$ cat config.mk
export PLATFORM = sky130hd
export DESIGN_NAME = vram_write_port_flat
export DESIGN_NICKNAME = d
export VERILOG_FILES = /design/src/rtl/vram_pkg.sv /design/src/rtl/vram_write_port_if.sv /design/src/rtl/vram_wr_fifo.sv /design/src/rtl/vram_write_port.sv /design/src/flat_wrapper.sv
export SDC_FILE = /design/constraint.sdc
export NUM_CORES = 1
export LEC_CHECK = 0
export BUFFER_PORTS_ARGS = -buffer_cell sky130_fd_sc_hd__buf_4
export CAP_MARGIN = 20
export CORE_ASPECT_RATIO = 1.75
export CORE_UTILIZATION = 52
export DETAILED_ROUTE_END_ITERATION = 8
export HOLD_SLACK_MARGIN = 0.05
export PLACE_DENSITY = 0.82
export SLEW_MARGIN = 20
export SYNTH_ARGS = -nofsm -noshare
export SYNTH_HDL_FRONTEND = slang
export SYNTH_HIERARCHICAL = 1
export SYNTH_SLANG_ARGS = --single-unit
$ cat constraint.sdc
create_clock -name clk -period 2.7 [get_ports clk]
set_input_delay 0.405 -clock clk [delete_from_list [all_inputs] [get_ports clk]]
set_output_delay 0.405 -clock clk [all_outputs]
set_load 0.1 [all_outputs]
$ cat src/rtl/vram_pkg.sv
// Shared definitions for the VRAM write port: default widths, FSM encoding, pointer sizing.
// Latency: n/a (declarations only).
// Backpressure: n/a.
package vram_pkg;

  localparam int VRAM_ADDR_W = 11;  // screen RAM address VA[10:0]
  localparam int VRAM_DATA_W = 8;   // tile code

  localparam logic [1:0] ST_IDLE    = 2'd0;
  localparam logic [1:0] ST_SETUP   = 2'd1;
  localparam logic [1:0] ST_WRITE   = 2'd2;
  localparam logic [1:0] ST_RELEASE = 2'd3;

  typedef enum logic [1:0] {
    S_IDLE    = ST_IDLE,
    S_SETUP   = ST_SETUP,
    S_WRITE   = ST_WRITE,
    S_RELEASE = ST_RELEASE
  } vram_state_t;

  // One extra pointer bit separates full from empty when the indices match.
  function automatic int ptr_width(input int depth);
    return $clog2(depth) + 1;
  endfunction

endpackage

$ cat src/rtl/vram_write_port_if.sv
// CPU/loader write request bus into the VRAM write port (valid/ready).
// Latency: n/a (wires only).
// Backpressure: a beat transfers only on a cycle where wr_valid & wr_ready.
// Members: wr_valid, wr_addr, wr_data driven by the requester (master);
//          wr_ready driven by the write port (slave).
interface vram_write_port_if
  import vram_pkg::*;
#(
  parameter int ADDR_W = VRAM_ADDR_W,
  parameter int DATA_W = VRAM_DATA_W
) ();

  logic              wr_valid;
  logic              wr_ready;
  logic [ADDR_W-1:0] wr_addr;
  logic [DATA_W-1:0] wr_data;

  modport master (output wr_valid, output wr_addr, output wr_data, input wr_ready);
  modport slave  (input wr_valid, input wr_addr, input wr_data, output wr_ready);

endinterface

$ cat src/rtl/vram_wr_fifo.sv
// Synchronous FIFO of packed {addr,data} write entries.
// Latency: a pushed entry is visible at head (and empty drops) the clock after the push.
// Backpressure: push ignored while full, pop ignored while empty; full_nxt lets the owner register a ready.
// Ports: clk, nRESET (sync, active-low); push/push_data in; pop in;
//        head, full, empty, full_nxt (state after this edge), multi (two or more entries) out.
module vram_wr_fifo
  import vram_pkg::*;
#(
  parameter int WIDTH = VRAM_ADDR_W + VRAM_DATA_W,
  parameter int DEPTH = 4
) (
  input  logic             clk,
  input  logic             nRESET,
  input  logic             push,
  input  logic [WIDTH-1:0] push_data,
  input  logic             pop,
  output logic [WIDTH-1:0] head,
  output logic             full,
  output logic             empty,
  output logic             full_nxt,
  output logic             multi
);

  localparam int PW = ptr_width(DEPTH);
  localparam int IW = PW - 1;

  logic [WIDTH-1:0] mem [DEPTH];
  logic [PW-1:0]    wptr;
  logic [PW-1:0]    rptr;
  logic [PW-1:0]    wptr_nxt;
  logic [PW-1:0]    rptr_nxt;
  logic [PW-1:0]    level;
  logic             push_ok;
  logic             pop_ok;

  assign push_ok  = push & ~full;
  assign pop_ok   = pop & ~empty;
  assign wptr_nxt = wptr + {{(PW-1){1'b0}}, push_ok};
  assign rptr_nxt = rptr + {{(PW-1){1'b0}}, pop_ok};

  // Pointers wrap modulo 2*DEPTH; differing MSBs with equal indices means full.
  assign empty    = (wptr == rptr);
  assign full     = (wptr[PW-1] != rptr[PW-1]) && (wptr[IW-1:0] == rptr[IW-1:0]);
  assign full_nxt = (wptr_nxt[PW-1] != rptr_nxt[PW-1]) &&
                    (wptr_nxt[IW-1:0] == rptr_nxt[IW-1:0]);
  assign level    = wptr - rptr;
  assign multi    = (level > PW'(1));
  assign head     = mem[rptr[IW-1:0]];

  always_ff @(posedge clk) begin
    if (!nRESET) begin
      wptr <= '0;
      rptr <= '0;
    end else begin
      wptr <= wptr_nxt;
      rptr <= rptr_nxt;
    end
  end

  // Storage needs no reset: pointers alone decide which slots are live.
  always_ff @(posedge clk) begin
    if (push_ok) mem[wptr[IW-1:0]] <= push_data;
  end

endmodule

$ cat src/rtl/vram_write_port.sv
// Queues CPU/loader writes to the 2K screen RAM and commits them in bus slots the video fetch leaves free.
// Latency: accepted write reaches ram_we no sooner than 3 clk after the push edge (push, SETUP, WRITE).
// Backpressure: wr_ready is a registered ~full; a pop on a full FIFO re-opens wr_ready one clk later.
// Ports: clk, nRESET (sync, active-low); wr (request bus, slave side);
//        vid_addr, slot_free, vblank from the video side;
//        ram_sel (1 = video address), ram_addr, ram_we, ram_wdata to the RAM; pending = FIFO not empty.
// Build option VRAM_VBLANK_BURST_EN: during vblank, WRITE chains straight into the next SETUP
// (2 clk per write); otherwise every write passes through RELEASE and vblank is ignored.
module vram_write_port
  import vram_pkg::*;
#(
  parameter int ADDR_W     = VRAM_ADDR_W,
  parameter int DATA_W     = VRAM_DATA_W,
  parameter int FIFO_DEPTH = 4
) (
  input  logic              clk,
  input  logic              nRESET,
  vram_write_port_if.slave  wr,
  input  logic [ADDR_W-1:0] vid_addr,
  input  logic              slot_free,
  input  logic              vblank,
  output logic              ram_sel,
  output logic [ADDR_W-1:0] ram_addr,
  output logic              ram_we,
  output logic [DATA_W-1:0] ram_wdata,
  output logic              pending
);

  localparam int EW = ADDR_W + DATA_W;

  vram_state_t       state;
  vram_state_t       state_nxt;
  logic              push;
  logic              pop;
  logic              ready_q;
  logic [EW-1:0]     head;
  logic              fifo_full;
  logic              fifo_empty;
  logic              fifo_full_nxt;
  logic              fifo_multi;
  logic [ADDR_W-1:0] hold_addr;
  logic [DATA_W-1:0] hold_data;
  logic [ADDR_W-1:0] cpu_addr;
  logic [DATA_W-1:0] cpu_data;
  logic              unused_ok;

  assign wr.wr_ready = ready_q;
  assign push        = wr.wr_valid & ready_q;
  assign pending     = ~fifo_empty;

  vram_wr_fifo #(
    .WIDTH (EW),
    .DEPTH (FIFO_DEPTH)
  ) u_fifo (
    .clk       (clk),
    .nRESET    (nRESET),
    .push      (push),
    .push_data ({wr.wr_addr, wr.wr_data}),
    .pop       (pop),
    .head      (head),
    .full      (fifo_full),
    .empty     (fifo_empty),
    .full_nxt  (fifo_full_nxt),
    .multi     (fifo_multi)
  );

  // Entry acceptance is gated by ready_q, so the FIFO's own full flag is not needed here.
`ifdef VRAM_VBLANK_BURST_EN
  assign unused_ok = &{1'b0, fifo_full};
`else
  assign unused_ok = &{1'b0, fifo_full, fifo_multi, vblank};
`endif

  always_ff @(posedge clk) begin
    if (!nRESET) begin
      state     <= S_IDLE;
      ready_q   <= 1'b0;
      hold_addr <= '0;
      hold_data <= '0;
    end else begin
      state   <= state_nxt;
      ready_q <= ~fifo_full_nxt;
      // Head is popped at the end of WRITE; keep a copy so RELEASE still drives that address.
      if (state == S_WRITE) begin
        hold_addr <= head[EW-1:DATA_W];
        hold_data <= head[DATA_W-1:0];
      end
    end
  end

  always_comb begin
    state_nxt = state;
    pop       = 1'b0;
    case (state)
      S_IDLE: begin
        if (pending && slot_free) state_nxt = S_SETUP;
      end
      S_SETUP: begin
        // Slot withdrawn before the strobe: give the bus back, entry stays queued.
        state_nxt = slot_free ? S_WRITE : S_IDLE;
      end
      S_WRITE: begin
        // The strobe is already on the RAM; the write completes regardless of slot_free.
        pop       = 1'b1;
        state_nxt = S_RELEASE;
`ifdef VRAM_VBLANK_BURST_EN
        if (vblank && fifo_multi && slot_free) state_nxt = S_SETUP;
`endif
      end
      S_RELEASE: begin
        // Back-to-back queued writes chain here, giving SETUP/WRITE/RELEASE = 3 clk per write.
        state_nxt = (pending && slot_free) ? S_SETUP : S_IDLE;
      end
      default: state_nxt = S_IDLE;
    endcase
  end

  always_comb begin
    cpu_addr = head[EW-1:DATA_W];
    cpu_data = head[DATA_W-1:0];
    if (state == S_RELEASE) begin
      cpu_addr = hold_addr;
      cpu_data = hold_data;
    end
  end

  assign ram_sel   = (state == S_IDLE);
  assign ram_we    = (state == S_WRITE);
  assign ram_addr  = ram_sel ? vid_addr : cpu_addr;
  assign ram_wdata = ram_sel ? '0 : cpu_data;

endmodule
$ cat src/flat_wrapper.sv
// flat-port wrapper written by rule: the top's interface ports become plain ports
module vram_write_port_flat import vram_pkg::*;
#(
  parameter int ADDR_W     = VRAM_ADDR_W,
  parameter int DATA_W     = VRAM_DATA_W,
  parameter int FIFO_DEPTH = 4
)
  (clk, nRESET, vid_addr, slot_free, vblank, ram_sel, ram_addr, ram_we, ram_wdata, pending, wr_wr_valid, wr_wr_addr, wr_wr_data, wr_wr_ready);
  vram_write_port_if #(.ADDR_W(ADDR_W), .DATA_W(DATA_W)) wr_i ();
  input  logic clk;
  input  logic nRESET;
  input  logic [ADDR_W-1:0] vid_addr;
  input  logic slot_free;
  input  logic vblank;
  output logic ram_sel;
  output logic [ADDR_W-1:0] ram_addr;
  output logic ram_we;
  output logic [DATA_W-1:0] ram_wdata;
  output logic pending;
  input wire logic [$bits(wr_i.wr_valid)-1:0] wr_wr_valid;
  input wire logic [$bits(wr_i.wr_addr)-1:0] wr_wr_addr;
  input wire logic [$bits(wr_i.wr_data)-1:0] wr_wr_data;
  output wire logic [$bits(wr_i.wr_ready)-1:0] wr_wr_ready;
  assign wr_i.wr_valid = wr_wr_valid;
  assign wr_i.wr_addr = wr_wr_addr;
  assign wr_i.wr_data = wr_wr_data;
  assign wr_wr_ready = wr_i.wr_ready;
  vram_write_port #(.ADDR_W(ADDR_W), .DATA_W(DATA_W), .FIFO_DEPTH(FIFO_DEPTH)) u_core (.clk(clk), .nRESET(nRESET), .wr(wr_i), .vid_addr(vid_addr), .slot_free(slot_free), .vblank(vblank), .ram_sel(ram_sel), .ram_addr(ram_addr), .ram_we(ram_we), .ram_wdata(ram_wdata), .pending(pending));
endmodule
Word-level counts from Yosys, hierarchy flattened:

Memory sizes are Yosys's and may differ from the RTL's. A register that Yosys moved wholly into a read port is not among the register bits.
Cells that the tools add are included.

* logic and storage cells: 40
* RAM bits: 76
* flip-flop bits (word level): 28
* output and inout port bits: 23
* input port bits: 35
* memories: 1

Memory list
* u_core.u_fifo.mem: depth 4, width 19, rd ports 1, clocked after memory_dff 1, wr ports 1, RTL line vram_wr_fifo.sv:27 `logic [WIDTH-1:0] mem [DEPTH];`

* $add $sub $neg: 2
* bitwise logic cells: 6
* equal/unequal tests: 9
* reduce and logical (&&, ||, !) cells: 4
* muxes and demuxes: 12

Operators with widths (count)
* $mux 11: 2
* $mux 8: 2
* $pmux 2 s4: 1
* $add 3x1->3: 2
* $mux 2: 3
* $eq 2x2->1: 2
* $eq 2x2->1 const B: 2
* $mux 1: 4
* $and 1x1->1: 3
* $eq 3x3->1: 1
* $logic_and 1x1->1: 3
* $not 1->1: 3
* $eq 2x1->1 const B: 1
* $logic_not 2->1: 1
* $ne 1x1->1: 2
* $ne 2x2->1 const B: 1

Logic depth before layout (Yosys ltp):

Gate-level depths: netlist of the first run.

* depth in word-level cells: 8
* gate-level depth with buffers: 12
* gate-level depth less buffers: 11

Modules after synthesis:

Netlist of the first run, hierarchy kept.

Modules (own cells, without submodules)
* vram_wr_fifo: cells an instance 142, sequential area each 2402.3 sq um, instances 1, area an instance 3188.1 sq um
* vram_write_port: cells an instance 156, sequential area each 440.4 sq um, instances 1, area an instance 1219.9 sq um

Worst setup path after synthesis of the first run:

No wires, ideal clock.

* path type: register to register
* from: register u_core.ready_q, in the netlist u_core/wr.wr_ready
* to: memory u_core/u_fifo/mem[0][0] in the netlist's numbering (enable)
* period minus slack after synthesis: 3.038 ns
* setup time: 0.419 ns
* arrival time: 2.619 ns
* stages on the path, launching flop included: 4
* required time: 2.281 ns
* path buffers: 0
* slack: -0.338 ns
* cell sequence: dfxtp_1 and2_1 o21ai_1 nor3_1

* word-level cells in the longest chain between the ends: 4

RTL lines
* start: declaration: RTL line vram_write_port.sv:35 `logic ready_q;`
* start signal: assignment: RTL line vram_write_port.sv:82 `ready_q <= ~fifo_full_nxt;`
* $and 1x1->1: RTL line vram_write_port.sv:48 `assign push = wr.wr_valid & ready_q;`
* net u_core.push: RTL line vram_write_port.sv:33 `logic push;`
* $and 1x1->1: RTL line vram_wr_fifo.sv:36 `assign push_ok = push & ~full;`
* $mux 1: RTL line vram_wr_fifo.sv:62 `if (push_ok) mem[wptr[IW-1:0]] <= push_data;`
* $mux 1 (implied by the code): RTL line vram_wr_fifo.sv:62
* end: declaration: RTL line vram_wr_fifo.sv:27

The timed path passes the listed nets, and every way through them passes these cells.

==> metrics.md, run 1 <==
| Metric | Value |
|---|---|
| Cells traversed along the worst timing path | mux4_1 > mux2_2 > a22o_1 > buf_4 |
| Iteration-0 DRC count of the detailed router | 191 |
| Category of the worst setup path launch point | register |
| CTS max path bufs | 2 |
| Worst voltage drop across the vdd grid | 0.537 mV |
| Final core utilization | 65.0% |
| Final HPWL from detailed placement | 5360 um |
| Chip Height | 123 um |
| Number of buffers and inverters on the critical path | 1 |
| Hold Startpoint | wr_wr_addr[6] |
| Area of the die | 8790 um2 |
| Worst Tran Pin Value | 0.327 ns |
| Number of buffers created by CTS | 9 |
| Clock-pin slew on the worst setup and hold paths | 0.06 ns |
| Maximum number of pins on one net before global-route repair | 29 |
| Final clock period utilization by the worst path | 95.5% |
| Site Rows | 43 |
| TritonCTS clock tree | built |
| Clock Root Buffer | clkbuf_16 |
| Number of nets in the layout | 398 |
| Count of hold-fix buffers inserted at cts | 0 |
| Inserted Diodes | 0 |
| Path class of the lowest-slack min-delay path | input port to register |
| First-pass iteration count of the detailed router | 6 |
| Startpoint of the most critical register-to-register path | u_core/u_fifo/wptr[0]$_SDFF_PN0_ |
| Crit. path cell count | 4 |
| H-tree lvl count | 3 |
| Initial Utilization | 54.5% |
| Share of final-layout standard cells stronger than drive strength 1 | 32.3% |
| Leading cell types in the layout, fill and taps excluded | edfxtp_1 (76), buf_4 (67), nand2_1 (40) |
| Final count of pins violating max slew | 0 |
| Max Freq | 388 MHz |
| Number of nets in the synthesized netlist | 335 |
| Total GRT Usage | 20.0% |
| Syn Area/Cell | 14.9 um2 |
| Maximum clock skew at final layout | 0.00516 ns |
| Endpoint of the worst-slack reg-to-reg timing path | u_core/wr.wr_ready$_SDFF_PN0_ |
| Run status | finished, violations left |
| Number of cells in the finished layout apart from fillers | 452 |
| Depth of the worst register-to-register path | 10 |
| Slack of the worst reg-to-reg path | 0.28 ns |
| Required time worst endpoint | 2.30 ns |
| YS warnings | 6 |
| DRC violation count after routing | 4 |
| First-pass GRT wire length | 12700 um |
| Synthesized cell area | 4370 um2 |
| Family of cells with the greatest summed delay on the critical path | multiplexers |
| Detailed Route WL | 7910 um |
| Number of instances in the synthesized netlist | 294 |
| Number of buffer cells added on primary ports | 56 |
| Total Negative Setup Slacks | 0 ns |
| Die W | 71.3 um |
| Crit. End Element | output pin |
| GR Overflow Total | 0 |
| Maximum capacitance violations | 0 |
| Count of placed standard cells including taps | 436 |
| Arrival time at the worst endpoint | 2.17 ns |
| Total of fill cells in the finished design | 589 |
| CP endpoint | ram_wdata[0] |
| Vias | 2486 |
| Boundary pin count | 58 |
| Setup repair after global routing missed its margin | no |
| Slowest cell on crit path | mux4_1 |
| Leakage power | 1.91 nW |
| Clock latency reported for the late side of the worst-skew pair | 0.34 ns |
| Routability-driven placement congestion ratio | 0.730 |
| Setup CP Type | register to output pin |
| Power per Cell Area | 645 nW/um2 |
| Core outline area | 8020 um2 |
| Number of antenna violations at the first check in global routing | 0 |
| Number of global-route vias before repair | 2529 |
| Most frequent standard cell in the layout excluding fill and tap cells | edfxtp_1 |
| Worst path max stage delay | 0.66 ns |
| Peak fanout along the critical path | 7 |
| Final Critical Period | 2.58 ns |
| Clock net sink count | 104 |
| Hold Fails Final Rpt | 0 |
| Violated checks | design-rule violations |
| Final setup violating endpoints | 0 |
| Detailed-route vias per instance | 5.50 |
| Routed Antenna Nets | 0 |
| Start point of the critical path | u_core/u_fifo/rptr[0]$_SDFF_PN0_ |
| Headroom to the max-slew limit | 78.2% |
| Average detailed-routed wire length per instance | 17.5 um |
| Area Overhead vs Synth | 19.2% |
[report_power, final]
group / switching, mW / total [mW] / internal, mW
logic: 0.332 / 0.469 / 0.136
clock network: 0.515 / 1.13 / 0.614
registers: 0.0155 / 1.76 / 1.75
total: 0.863 / 3.36 / 2.50
[metrics by stage]
stage / instance area [um2] / setup slack [ns] / hold WS, ns / power (mW)
after detailed placement: 4950 / 0.333 / 0.456 / 2.27
after global routing: 5210 / 0.0453 / 0.252 / 3.48
after global placement: 4950 / 0.334 / 0.446 / 2.26
after CTS: 5210 / 0.0842 / 0.249 / 3.39
final: 5210 / 0.123 / 0.262 / 3.36
after floorplan: 4410 / -0.336 / 0.440 / 2.14
[what timing repair did]
item | CTS | global route
endpoints found under the setup margin | 4 | 1
resized for setup | 1 | 1
buffers inserted | 0 | 0
[area by class of cell]
type	count	area [um2]	share of cell area, %
tap	90	113	2.16
clock inverter	5	23.8	0.456
timing repair buffer	68	514	9.87
sequential	104	2840	54.6
inverter	16	60.1	1.15
clock buffer	11	233	4.47
multi-input combinational	158	1420	27.3
[worst min path at each step]
stage | endpoint | slack [ns] | cells after the start
6_report | u_core/u_fifo/mem[3][14]$_DFFE_PP_ | 0.26 | 1
5_1_grt | u_core/u_fifo/mem[2][14]$_DFFE_PP_ | 0.25 | 1
4_1_cts | u_core/u_fifo/mem[1][14]$_DFFE_PP_ | 0.25 | 1
3_5_place_dp | u_core/hold_data[2]$_SDFFE_PN0P_ | 0.46 | 2
3_3_place_gp | u_core/hold_data[1]$_SDFFE_PN0P_ | 0.45 | 2
2_1_floorplan | u_core/hold_data[0]$_SDFFE_PN0P_ | 0.44 | 2
[metal layers]
layer / wire, um / up-vias / GRT usage (%) / part of all wire (%)
li1: - / 1216 / - / -
met2: 4140 / 52 / 33.8 / 52
met3: 251 / 20 / 3.67 / 3.2
met1: 3270 / 1198 / 23.6 / 41
met4: 249 / 0 / 12.1 / 3.1
met5: 0 / - / 0 / 0
[registers in the layout, indices dropped and copies added, names as in the netlist, named ones only]
signal              count
u_core/u_fifo/mem      76
u_core/hold_addr       11
u_core/hold_data        8
u_core/u_fifo/rptr      3
u_core/u_fifo/wptr      3
u_core/state            1
u_core/wr.wr_ready      1
[worst register-to-register path: stages, from the launching register on]
cell and delay [ns]:
dfxtp_1 0.42, inv_1 0.14, ha_1 0.31, nand2_1 0.07, nor2_1 0.18, nor2b_1 0.10
ha_1 0.19, ha_1 0.32, xor2_1 0.17, nor3_1 0.31, nor2b_1 0.09
(Power assumes the default switching activity.)
==> inputs of run 2 (changes only) <==
--- a/config.mk
+++ b/config.mk
@@ -5,13 +5,13 @@
 export SDC_FILE = /design/constraint.sdc
 export NUM_CORES = 1
 export LEC_CHECK = 0
-export BUFFER_PORTS_ARGS = -buffer_cell sky130_fd_sc_hd__buf_4
 export CAP_MARGIN = 20
 export CORE_ASPECT_RATIO = 1.75
-export CORE_UTILIZATION = 52
+export CORE_UTILIZATION = 30
 export DETAILED_ROUTE_END_ITERATION = 8
+export DONT_BUFFER_PORTS = 1
 export HOLD_SLACK_MARGIN = 0.05
-export PLACE_DENSITY = 0.82
+export PLACE_DENSITY = 0.51
 export SLEW_MARGIN = 20
 export SYNTH_ARGS = -nofsm -noshare
 export SYNTH_HDL_FRONTEND = slang
==> run 2 against run 1 <==
The run now ends clean. Utilization decreased by 27 points. Register-to-register slack better by 0.14 ns. Count of clock-buffer cells in the layout down 1. Combinational power is 6.4% higher. Sequential share of layout area fell by 1.6 points. Clock skew grew 0.0022 ns. Die area grew 71%. Non-clock buffer count decreased by 33. Critical path type unchanged. Critical endpoint is now ram_wdata[1]. Largest cell class unchanged. Highest routed layer unchanged.
==> metrics.md, run 2 (same netlist as run 1, synthesis figures left out) <==
| Metric | Value |
|---|---|
| Arrival time at the worst endpoint | 2.12 ns (-0.05 ns) |
| Clock net sink count | 104 (unchanged) |
| Iteration-0 DRC count of the detailed router | 125 (-35%) |
| Final count of pins violating max slew | 0 (unchanged) |
| Total of fill cells in the finished design | 1290 (+120%) |
| Count of hold-fix buffers inserted at cts | 0 (unchanged) |
| Headroom to the max-slew limit | 76.0% (-2.2 points) |
| Peak fanout along the critical path | 10 (+3) |
| First-pass iteration count of the detailed router | 5 (-1) |
| DRC violation count after routing | 0 (-4) |
| Max Freq | 397 MHz (+2.2%) |
| Leakage power | 1.84 nW (-3.3%) |
| Total GRT Usage | 12.2% (-7.8 points) |
| Setup repair after global routing missed its margin | no |
| Clock latency reported for the late side of the worst-skew pair | 0.34 ns (about the same) |
| Met1 track demand over resource in global routing | 13.7% (-9.9 points) |
| Clock-pin slew on the worst setup and hold paths | 0.07 ns (about the same) |
| Final setup violating endpoints | 0 (unchanged) |
| GR met2 Demand/Resource | 21.2% (-13 points) |
| Initial Utilization | 30.6% (-24 points) |
| GR Overflow Total | 0 (unchanged) |
| Busiest metal layer after global routing | met2 |
| Worst path max stage delay | 0.65 ns (about the same) |
| Count of placed standard cells including taps | 493 (+13%) |
| Vias | 2362 (-5.0%) |
| Crit. End Element | output pin |
| Chip Height | 162 um (+31%) |
| Number of buffers created by CTS | 9 (unchanged) |
| Maximum capacitance violations | 0 (unchanged) |
| Final clock period utilization by the worst path | 93.4% (-2.1 points) |
| Family of cells with the greatest summed delay on the critical path | multiplexers |
| Number of buffers and inverters on the critical path | 1 (unchanged) |
| Number of nets in the layout | 365 (-8.3%) |
| Cells traversed along the worst timing path | mux4_1 > mux2_2 > a22o_1 > buf_12 |
| Inserted Diodes | 0 (unchanged) |
| H-tree lvl count | 3 (unchanged) |
| Post-placement cell area | 5060 um2 (+2.3%) |
| Core outline area | 14300 um2 (+78%) |
| Detailed Route WL | 8260 um (+4.4%) |
| Area Overhead vs Synth | 22.9% |
| Final HPWL from detailed placement | 5780 um (+7.8%) |
| Number of global-route vias before repair | 2564 (+1.4%) |
| Most frequent standard cell in the layout excluding fill and tap cells | edfxtp_1 |
| Category of the worst setup path launch point | register |
| Leading cell types in the layout, fill and taps excluded | edfxtp_1 (76), nand2_1 (40), dfxtp_1 (27) |
| Hold Fails Final Rpt | 0 (unchanged) |
| Clock Root Buffer | clkbuf_16 |
| Number of buffer cells added on primary ports | 0 (-100%) |
| Finished Cell Area | 5370 um2 (+3.1%) |
| Flip-flop count of the largest register, all copies and words added | 76 (unchanged) |
| Detailed-route vias per instance | 4.64 (-16%) |
| Worst voltage drop across the vdd grid | 0.251 mV (-53%) |
| Worst setup slack after layout | 0.178 ns (+0.0554 ns) |
| Routability-driven placement congestion ratio | 0.763 (+4.5%) |
| Overall Power | 3.57 mW (+6.1%) |
| First-pass GRT wire length | 13600 um (+7.6%) |
| Met3 usage in global routing | 3.51% (-0.16 points) |
| Average detailed-routed wire length per instance | 16.2 um (-7.3%) |
| TritonCTS clock tree | built |
| Maximum clock skew at final layout | 0.00732 ns (+0.00216 ns) |
| Required time worst endpoint | 2.30 ns (about the same) |
| Worst Tran Pin Value | 0.360 ns (+0.0329 ns) |
| Share of final-layout standard cells stronger than drive strength 1 | 26.1% (-6.2 points) |
| Slowest cell on crit path | mux4_1 |
| Boundary pin count | 58 (unchanged) |
| Area of the die | 15100 um2 (+71%) |
| Final Critical Period | 2.52 ns (-0.0554 ns) |
| Site Rows | 58 (+35%) |
| Number of cells in the finished layout apart from fillers | 509 (+13%) |
| CTS max path bufs | 2 (unchanged) |
| Total Negative Setup Slacks | 0 ns (unchanged) |
| Number of setup buffers added after CTS | 0 (unchanged) |
| Maximum number of pins on one net before global-route repair | 29 (unchanged) |
| Run status | finished, final reports clean |
| Setup CP Type | register to output pin |
| Power per Cell Area | 664 nW/um2 (+2.9%) |
| Routed Antenna Nets | 0 (unchanged) |
| Place WS | 0.224 ns (-0.109 ns) |
| Number of antenna violations at the first check in global routing | 0 (unchanged) |
| Die W | 93.3 um (+31%) |
| Path class of the lowest-slack min-delay path | input port to register |
## run 2: cell types whose count changed in the layout (fill, tap and decap cells not counted)
cell	previous run	this run
buf_4	67	15
buf_12	0	20
clkinv_2	3	0
inv_6	0	2
buf_6	1	0
bufinv_16	0	1
clkbuf_1	2	1
clkinv_1	1	0
clkinv_4	0	1
clkinvlp_2	1	0
clkinvlp_4	0	1
dfxtp_2	1	0
dfxtp_4	0	1
inv_8	0	1
## run 2: final cells by class
class | instances | area [um2] | share of cell area [%]
Clock buffer | 10 | 229 | 4.26
Sequential cell | 104 | 2850 | 53.0
Inverter | 16 | 60.1 | 1.12
Tap cell | 180 | 225 | 4.19
Clock inverter | 6 | 75.1 | 1.40
Multi-Input combinational cell | 158 | 1420 | 26.5
Timing Repair Buffer | 35 | 513 | 9.55
## run 2: final timing paths
kind,slack (ns),startpoint,cells past startpoint,to
min reg2reg,0.46,u_core/hold_data[2]$_SDFFE_PN0P_,2,u_core/hold_data[2]$_SDFFE_PN0P_
max,0.18,u_core/u_fifo/rptr[0]$_SDFF_PN0_,4,ram_wdata[1]
max reg2reg,0.42,u_core/u_fifo/wptr[0]$_SDFF_PN0_,10,u_core/wr.wr_ready$_SDFF_PN0_
min,0.16,wr_wr_data[1],0,u_core/u_fifo/mem[2][1]$_DFFE_PP_
## run 2: per-layer routing
layer | wire length (um) | part of all wire, %
met2 | 4320 | 52
met3 | 464 | 5.6
met1 | 3310 | 40
met5 | 0 | 0
met4 | 161 | 2.0
## run 2: power breakdown
part	leakage [nW]	switching [mW]	total, mW	internal, mW
logic	0.781	0.327	0.499	0.172
clock network	0.146	0.576	1.31	0.734
registers	0.918	0.0115	1.76	1.75
total	1.84	0.915	3.57	2.65
## run 2: timing repair
item	4_1_cts	5_1_grt
endpoints found under the setup margin	13	8
gates cloned	0	0
gates resized for setup	1	1
## run 2: metrics by stage
step	hold WS, ns	utilization [%]
6_report	0.156	37.6
3_5_place_dp	0.454	35.4
3_3_place_gp	0.446	35.4
5_1_grt	0.137	37.6
4_1_cts	0.142	37.6
2_1_floorplan	0.440	-
